**src/rtl/sound_pkg.sv**
```systemverilog
// Shared sound-block definitions: FSM state encoding, sample width and the silence value.
// Used by the ROM arbiter and the sound register block.
package sound_pkg;

    localparam int SAMPLE_W = 8;
    localparam logic [SAMPLE_W-1:0] SILENCE = 8'h00;

    typedef enum logic [1:0] {
        ST_IDLE  = 2'd0,
        ST_ISSUE = 2'd1,
        ST_WAIT  = 2'd2
    } state_e;

endpackage

```
**src/rtl/sound_rom_arbiter_prio_enc.sv**
```systemverilog
// Lowest-set-bit priority encoder: bit 0 wins.
// Purely combinational so a rotating-priority wrapper can reuse it later.
module prio_enc #(
    parameter int N     = 5,
    parameter int IDX_W = 3
) (
    input  logic [N-1:0]     req,
    output logic [IDX_W-1:0] idx,
    output logic             any
);

    always_comb begin
        idx = '0;
        any = 1'b0;
        // Scan from the top so the last match written is the lowest index.
        for (int i = N - 1; i >= 0; i--) begin
            if (req[i]) begin
                idx = IDX_W'(i);
                any = 1'b1;
            end
        end
    end

endmodule

```
**src/rtl/sound_rom_arbiter.sv**
```systemverilog
// Shares the 8-bit sound ROM read port between the voices. Each sample tick starts one
// fetch round over the active voices, lowest index first, using the load/ready handshake.
module sound_rom_arbiter
    import sound_pkg::*;
#(
    parameter int NUM_VOICES = 5,
    parameter int ADDR_W     = 24,
    parameter int TIMEOUT    = 255
) (
    input  logic                           clk,
    input  logic                           rst,
    input  logic                           sample_tick,
    input  logic [NUM_VOICES-1:0]          voice_active,
    input  logic [NUM_VOICES*ADDR_W-1:0]   voice_addr,
    input  logic                           clr_err,
    output logic                           rom_load,
    output logic [ADDR_W-1:0]              rom_addr,
    input  logic [SAMPLE_W-1:0]            rom_data,
    input  logic                           rom_ready,
    output logic [NUM_VOICES*SAMPLE_W-1:0] sample_data,
    output logic [NUM_VOICES-1:0]          sample_valid,
    output logic                           round_done,
    output logic                           busy,
    output logic                           overrun,
    output logic                           timeout_err
);

    localparam int IDX_W = (NUM_VOICES > 1) ? $clog2(NUM_VOICES) : 1;
    localparam int CNT_W = $clog2(TIMEOUT + 1);

    state_e                                    state_q, state_d;
    logic [NUM_VOICES-1:0]                     pending_q, pending_d;
    logic [IDX_W-1:0]                          sel_q, sel_d;
    logic [ADDR_W-1:0]                         addr_q, addr_d;
    logic [CNT_W-1:0]                          cnt_q, cnt_d;
    logic [NUM_VOICES-1:0][SAMPLE_W-1:0]       samp_q, samp_d;
    logic [NUM_VOICES-1:0]                     valid_q, valid_d;
    logic                                      done_q, done_d;
    logic                                      overrun_q, overrun_d;
    logic                                      tmo_q, tmo_d;

    logic [NUM_VOICES-1:0][ADDR_W-1:0]         vaddr;
    logic [IDX_W-1:0]                          pe_idx;
    logic                                      pe_any;
    logic [CNT_W-1:0]                          cnt_inc;
    logic                                      fetch_end;

    assign vaddr = voice_addr;

    prio_enc #(
        .N     (NUM_VOICES),
        .IDX_W (IDX_W)
    ) u_prio (
        .req (pending_q),
        .idx (pe_idx),
        .any (pe_any)
    );

    assign cnt_inc = (cnt_q == CNT_W'(TIMEOUT)) ? cnt_q : cnt_q + CNT_W'(1);

    always_comb begin
        state_d   = state_q;
        pending_d = pending_q;
        sel_d     = sel_q;
        addr_d    = addr_q;
        cnt_d     = cnt_q;
        samp_d    = samp_q;
        valid_d   = '0;
        done_d    = 1'b0;
        overrun_d = overrun_q;
        tmo_d     = tmo_q;
        rom_load  = 1'b0;
        rom_addr  = addr_q;
        fetch_end = 1'b0;

        // Clear first so a same-cycle set below takes precedence.
        if (clr_err) begin
            overrun_d = 1'b0;
            tmo_d     = 1'b0;
        end
        if (sample_tick && state_q != ST_IDLE) overrun_d = 1'b1;

        case (state_q)
            ST_IDLE: begin
                if (sample_tick) begin
                    pending_d = voice_active;
                    for (int i = 0; i < NUM_VOICES; i++)
                        if (!voice_active[i]) samp_d[i] = SILENCE;
                    if (|voice_active) state_d = ST_ISSUE;
                    else               done_d  = 1'b1;
                end
            end
            ST_ISSUE: begin
                // Address is taken live here so upstream counters may move mid-round.
                sel_d    = pe_idx;
                addr_d   = vaddr[pe_idx];
                rom_addr = vaddr[pe_idx];
                rom_load = pe_any;
                cnt_d    = '0;
                if (pe_any) begin
                    state_d = ST_WAIT;
                end else begin
                    state_d = ST_IDLE;
                    done_d  = 1'b1;
                end
            end
            ST_WAIT: begin
                if (rom_ready) begin
                    samp_d[sel_q]    = rom_data;
                    valid_d[sel_q]   = 1'b1;
                    pending_d[sel_q] = 1'b0;
                    fetch_end        = 1'b1;
                end else begin
                    cnt_d = cnt_inc;
                    if (cnt_inc == CNT_W'(TIMEOUT)) begin
                        tmo_d            = 1'b1;
                        pending_d[sel_q] = 1'b0;
                        fetch_end        = 1'b1;
                    end
                end
                if (fetch_end) begin
                    if (|pending_d) begin
                        state_d = ST_ISSUE;
                    end else begin
                        state_d = ST_IDLE;
                        done_d  = 1'b1;
                    end
                end
            end
            default: state_d = ST_IDLE;
        endcase
    end

    always_ff @(posedge clk or negedge rst) begin
        if (!rst) begin
            state_q   <= ST_IDLE;
            pending_q <= '0;
            sel_q     <= '0;
            addr_q    <= '0;
            cnt_q     <= '0;
            samp_q    <= '0;
            valid_q   <= '0;
            done_q    <= 1'b0;
            overrun_q <= 1'b0;
            tmo_q     <= 1'b0;
        end else begin
            state_q   <= state_d;
            pending_q <= pending_d;
            sel_q     <= sel_d;
            addr_q    <= addr_d;
            cnt_q     <= cnt_d;
            samp_q    <= samp_d;
            valid_q   <= valid_d;
            done_q    <= done_d;
            overrun_q <= overrun_d;
            tmo_q     <= tmo_d;
        end
    end

    assign sample_data  = samp_q;
    assign sample_valid = valid_q;
    assign round_done   = done_q;
    assign busy         = (state_q != ST_IDLE);
    assign overrun      = overrun_q;
    assign timeout_err  = tmo_q;

endmodule

```
**config.mk**
```make
export PLATFORM = sky130hd
export DESIGN_NAME = sound_rom_arbiter
export DESIGN_NICKNAME = d
export VERILOG_FILES = /design/src/rtl/sound_pkg.sv /design/src/rtl/sound_rom_arbiter_prio_enc.sv /design/src/rtl/sound_rom_arbiter.sv
export SDC_FILE = /design/constraint.sdc
export NUM_CORES = 1
export LEC_CHECK = 0
export ABC_AREA = 0
export ABC_CLOCK_PERIOD_IN_PS = 2700
export CAP_MARGIN = 5
export CELL_PAD_IN_SITES_DETAIL_PLACEMENT = 0
export CELL_PAD_IN_SITES_GLOBAL_PLACEMENT = 1
export CORE_UTILIZATION = 32
export CTS_CLUSTER_SIZE = 8
export DETAILED_ROUTE_END_ITERATION = 7
export MAX_ROUTING_LAYER = met4
export PLACE_DENSITY_LB_ADDON = 0.1
export RECOVER_POWER = 50
export SETUP_SLACK_MARGIN = 0.02
export SYNTH_ARGS = -nofsm -noshare
export SYNTH_HDL_FRONTEND = slang
export SYNTH_SLANG_ARGS = --single-unit
export TNS_END_PERCENT = 50
```
**constraint.sdc**
```tcl
create_clock -name clk -period 2.7 [get_ports clk]
set_input_delay 0.81 -clock clk [delete_from_list [all_inputs] [get_ports clk]]
set_output_delay 0.81 -clock clk [all_outputs]
set_load 0.01 [all_outputs]
```
* Word-level counts from Yosys, hierarchy flattened
Index checks and enable logic that the tools add are counted.
Cells by class: reduce and logical (&&, ||, !) cells 17, shift operators 0, bitwise gates (word level) 2, equal/unequal tests 14, div/mod/pow operators 0, multipliers 0, multiplexer cells 58, $lt $le $gt $ge 3, add/subtract/negate cells 1
Operators by type and width (count):
- $mux 40 | 2
- $pmux 40 s2 | 1
- $bmux 24 s3 | 1
- $mux 8 | 8
- $mux 24 | 2
- $bwmux 40 | 1
- $mux 5 | 6
- $demux 8 s3 | 1
- $mux 1 | 22
- $ne 2x2->1 const B | 10
- $reduce_and 4->1 | 5
- $eq 8x8->1 const B | 2
- $pmux 8 s2 | 1
- $mux 3 | 5
- $pmux 5 s2 | 1
- $reduce_or 5->1 | 2
- $add 8x1->8 const B | 1
- $lt 3x4->1 const B | 2
- $mux 2 | 4
- $reduce_bool 2->1 | 4
- $pmux 2 s3 | 1
- $and 5x5->5 | 1
- $not 5->5 | 1
- $reduce_and 2->1 | 2
- other kinds (8) | 9
Storage, ports and cells: bits in writable memories 0, output and inout bits 74, input port bits 138, memories kept 0, ROM bits 0, bits in registers 90, word-level logic and storage cells 109, latch bits 0

* Depth between registers and ports, before layout
depth after elaboration 13, mapped depth 8, gate-level depth less buffers 7

* Hierarchy
Synthesis repeated with hierarchy kept, for this count alone.
Unflattened totals: cells, all modules 455, area total of the unflattened synthesis 4882.2 um2
By module, submodules not included:
- sound_rom_arbiter | cells an instance 447, area each 4833.4 um2, times used 1, seq. area each 2252.2 um2
- prio_enc | cells an instance 8, area each 48.8 um2, times used 1, seq. area each 0.0 um2

* Worst setup path before layout
Ideal clock, no wire load.
kind flip-flop to output port, start reg pending_q[1], end out rom_addr[10], buffers on the path 2, arrival time 1705 ps, path slack 185 ps, cell stages (with the launch flop) 8, required time 1890 ps, path through dfrtp_1 -> clkbuf_2 -> a21oi_4 -> nor2_4 -> buf_12 -> mux4_2 -> mux2i_1 -> o21ai_1
On the way: longest elaborated chain between the ends 5
Ends and longest elaborated chain:
- from (decl) | line sound_rom_arbiter.sv:32 | logic [NUM_VOICES-1:0] pending_q, pending_d;
- from (signal assigned) | line sound_rom_arbiter.sv:148 | pending_q <= pending_d;
- $mux 3 (2 in a row) | line sound_rom_arbiter_prio_enc.sv:17 | if (req[i]) begin
- $bmux 24 s3 | line sound_rom_arbiter.sv:97 | rom_addr = vaddr[pe_idx];
- $mux 24 (implied by the code) | line sound_rom_arbiter.sv:97
- $mux 24
- to (decl) | line sound_rom_arbiter.sv:17 | output logic [ADDR_W-1:0] rom_addr,
Every way passes these cells. The select of a mux whose other input is x is not followed.

* Worst setup path in the final report
start reg pending_q[2], end out rom_addr[8]
On the way: longest elaborated chain between the ends 6
Ends and longest elaborated chain (line):
- $mux 3 (3 in a row) | sound_rom_arbiter_prio_enc.sv:17
- $bmux 24 s3 | sound_rom_arbiter.sv:97
- $mux 24 (implied by the code) | sound_rom_arbiter.sv:97
- $mux 24
Every way passes these cells. The select of a mux whose other input is x is not followed.

==> metrics.md <==
| Metric | Value |
|---|---|
| CTS tree | yes |
| Unrepaired setup endpoints after global routing | yes |
| Post-DP HPWL | 12.1 mm |
| Sw Share | 0.401 |
| Initial DRT Pass Iterations | 4 |
| Post-Syn Instances | about 460 |
| CP startpoint kind | register |
| Setup TNS | -6330 ps |
| Vias in the first global route | 4687 |
| Pleak | roughly 3.3 nW |
| Post-Place Cells | 872 |
| Die Ht | roughly 130 um |
| Post-synth ARST share | 1.00 |
| Routability cong. | 0.813 |
| Register area share after synthesis | 0.449 |
| Slew of the pin with the lowest slew margin | between 1000 and 1500 ps |
| Fin crit period | between 3000 and 4000 ps |
| Failing checks | negative setup slack |
| Initial antenna violation count | 0 |
| Post-CTS Hold Buffers | 0 |
| VDD IR-drop max | about 0.00049 V |
| Hold_sp | addr_q[21] |
| Synth Flop Type | dfrtp_1 |
| CP required | ~1900 ps |
| Grt ovf | 0 |
| Area growth from synthesis to layout | 53.6% |
| Ant diodes | 0 |
| Number of synthesized flops with an enable pin | 0 |
| HP Class | register to register |
| Number of max-cap violations | 0 |
| Hold slack | 489 ps |
| Clock Power Share | 0.162 |
| Final-report hold violation count | 0 |
| Synthesized Nets | about 600 |
| DR vias | around 4600 |
| Worst Skew | ~7.9 ps |
| Rows | 45 |
| Synth top area share | 0.449 |
| Clock Path Buffers | 2 |
| Die width | around 130 um |
| Final Cycle Share | 1.12 |
| First-pass GRT wire length | 25.1 mm |
| Pin count of the biggest net entering global routing | 91 |
| Layout Utilization | 0.505 |
| Hold Path Stages | 2 |
| Slew margin rel. | 0.132 |
| Number of H-tree branching levels | 3 |
| #FFs+latches synth | 90 |
| Nets | ~820 |
| Synth top area cells | dfrtp_1 (45%), mux4_2 (9.9%), mux2i_1 (5.6%) |
| Status | complete, but fails checks |
| P per Cell Area | about 940 mW/mm2 |
| Comb pwr share | 0.569 |
| P_int | 4.34 mW |
| GRT Total Usage | 0.210 |
| Hold EP | addr_q[21] |
| Cell variety after synth | 60 |
| Routed Wire Length | between 15 and 20 mm |
| Setup crit end kind | output pin |
| Clock slew at reported path FFs | approximately 60 ps |
| Mapped Area | 0.00502 mm2 |
| Port Buffer Count | 211 |
| Share of cells above drive strength 1 | 0.205 |
| Filler-free cell count of the finished design | 895 |
| Final Max Slew Viols | 0 |
| CP arrival | approximately 2200 ps |
| Reg2Reg Setup Slack | between 150 and 200 ps |
| Max Fanout on Critical Path | 4 |
| IO Pins | roughly 210 |
| Wirelength per Cell | 17.9 um |
| Vias/cell | a little over 5 |
| Worst r2r dst | cnt_q[2] |
| Tot Pwr | between 7 and 8 mW |
| WS Path Type | register to output pin |
| Switching power | between 2 and 3 mW |
| Post-Syn Area per Cell | approximately 11 um2 |
| Share of power burned in registers | 0.269 |
| Core area | roughly 0.015 mm2 |
| R2R cell count | 6 |
| Initial core utilization | 0.329 |
| Initial DRC Count | about 210 |
| Routed Antenna Nets | 0 |
| DRC Markers | 0 |
| F_max | 0.330 GHz |
| R2R Path Start | state_q[0] |
| Final worst setup slack | -331 ps |
| Final setup viols | 24 |
| Die area | ~0.016 mm2 |
| Fillers | around 1400 |
| Ys Warns | 0 |
| Clock root buffer | clkbuf_16 |
| Largest area contributor in the netlist | dfrtp_1 |
| Clock sinks | 90 |
| Worst-Skew Late Latency | approximately 350 ps |
| CTS Buf Count | 9 |
-- cells by family after synthesis --
kind of cell             count (synthesis)  share of synthesized area
AO/OA/AOI/OAI                          136                      0.195
adder cells (fa/ha/maj)                  1                    0.00249
buffers and inverters                   44                     0.0479
flip-flops                              90                      0.449
multiplexers                            61                      0.185
AND/OR/NAND/NOR                        125                      0.121
-- cell usage in the layout (no fill, tap or decap), types with 4 or more instances in the layout --
cell type        instances
mux2i_1                 28
buf_2                   24
buf_4                   27
mux2_2                   9
dfrtp_1                 87
buf_6                    4
a22oi_1                  4
nor2b_1                  5
o41ai_1                 30
o22ai_1                  5
nand2b_1                 5
inv_1                    4
clkbuf_16                9
nand2_1                 59
o21ai_1                 21
mux4_2                  24
o21ai_0                 39
nor2_1                  24
nand4_1                  5
a21oi_1                  8
clkdlybuf4s50_1        183
clkinv_2                 4
-- stage by stage --
stage / setup slack [ps] / cell area, um2
2_1_floorplan: 185 / 5020
3_3_place_gp: -705 / 7460
3_5_place_dp: -706 / 7460
4_1_cts: -354 / 7730
5_1_grt: -427 / 7710
6_report: -331 / 7710
-- power by group through the flow --
stage	logic [mW]	clock network (mW)	registers, mW
after global placement	4.19	0	1.96
after global routing	4.50	1.27	2.00
final	4.13	1.18	1.95
after detailed placement	4.21	0	1.97
after floorplan	2.42	0	1.94
after CTS	4.22	1.21	1.95
-- critical path: stages (launching register included) --
cell and delay [ps]:
dfrtp_1 400, inv_2 80, a21oi_4 50, nor2_4 120
buf_12 140, buf_6 100, mux4_2 490, mux2i_1 130
o21ai_0 170, buf_2 200
-- metal layers --
layer  part of all wire  wire length [um]  up-vias  track usage
li1                   -                 -     2185            -
met1               0.43              6940     2213        0.266
met2               0.50              7950      154        0.334
met3              0.064              1020        6       0.0620
met4             0.0059                94        0       0.0392
met5                  0                 0        -            -
-- cell usage after synthesis (all sizes together) (3+ instances only) --
library cell,instances
dfrtp,90
o21ai,61
nand2,59
o41ai,32
nor2,29
mux2i,28
mux4,24
clkbuf,20
buf,19
a21oi,9
mux2,9
o22ai,7
nand2b,6
inv,5
nand4,5
nor2b,5
a22oi,4
nand3,4
o22a,4
and3,3
-- worst max path at each step --
stage / startpoint / slack (ps) / to
after global placement: voice_addr[23] / -700 / rom_addr[23]
after detailed placement: voice_addr[23] / -710 / rom_addr[23]
after floorplan: pending_q[1] / 180 / rom_addr[10]
after CTS: pending_q[2] / -350 / rom_addr[12]
final: pending_q[2] / -330 / rom_addr[8]
after global routing: pending_q[2] / -430 / rom_addr[15]
-- sequential cells by signal, indices dropped and copies added (netlist names), 2 cells and up --
| register | count |
|---|---|
| sample_data | 40 |
| addr_q | 24 |
| cnt_q | 8 |
| pending_q | 5 |
| sample_valid | 5 |
| sel_q | 3 |
| state_q | 2 |
-- cell type report --
| class | instances | area (um2) | share of cell area |
|---|---|---|---|
| tap | 211 | 264 | 0.0342 |
| inverter | 5 | 18.8 | 0.00243 |
| multi-input combinational | 323 | 2550 | 0.331 |
| sequential | 90 | 2260 | 0.293 |
| timing repair buffer | 250 | 2350 | 0.305 |
| clock inverter | 7 | 45.0 | 0.00584 |
| clock buffer | 9 | 225 | 0.0292 |
-- timing repair --
action	CTS	global route
setup endpoints to repair	25	25
pin swaps	6	7
cloned	1	0
setup buffers	6	0
resized for setup	120	2
hold endpoints to repair	0	0
Power figures use the tool's default switching activity.
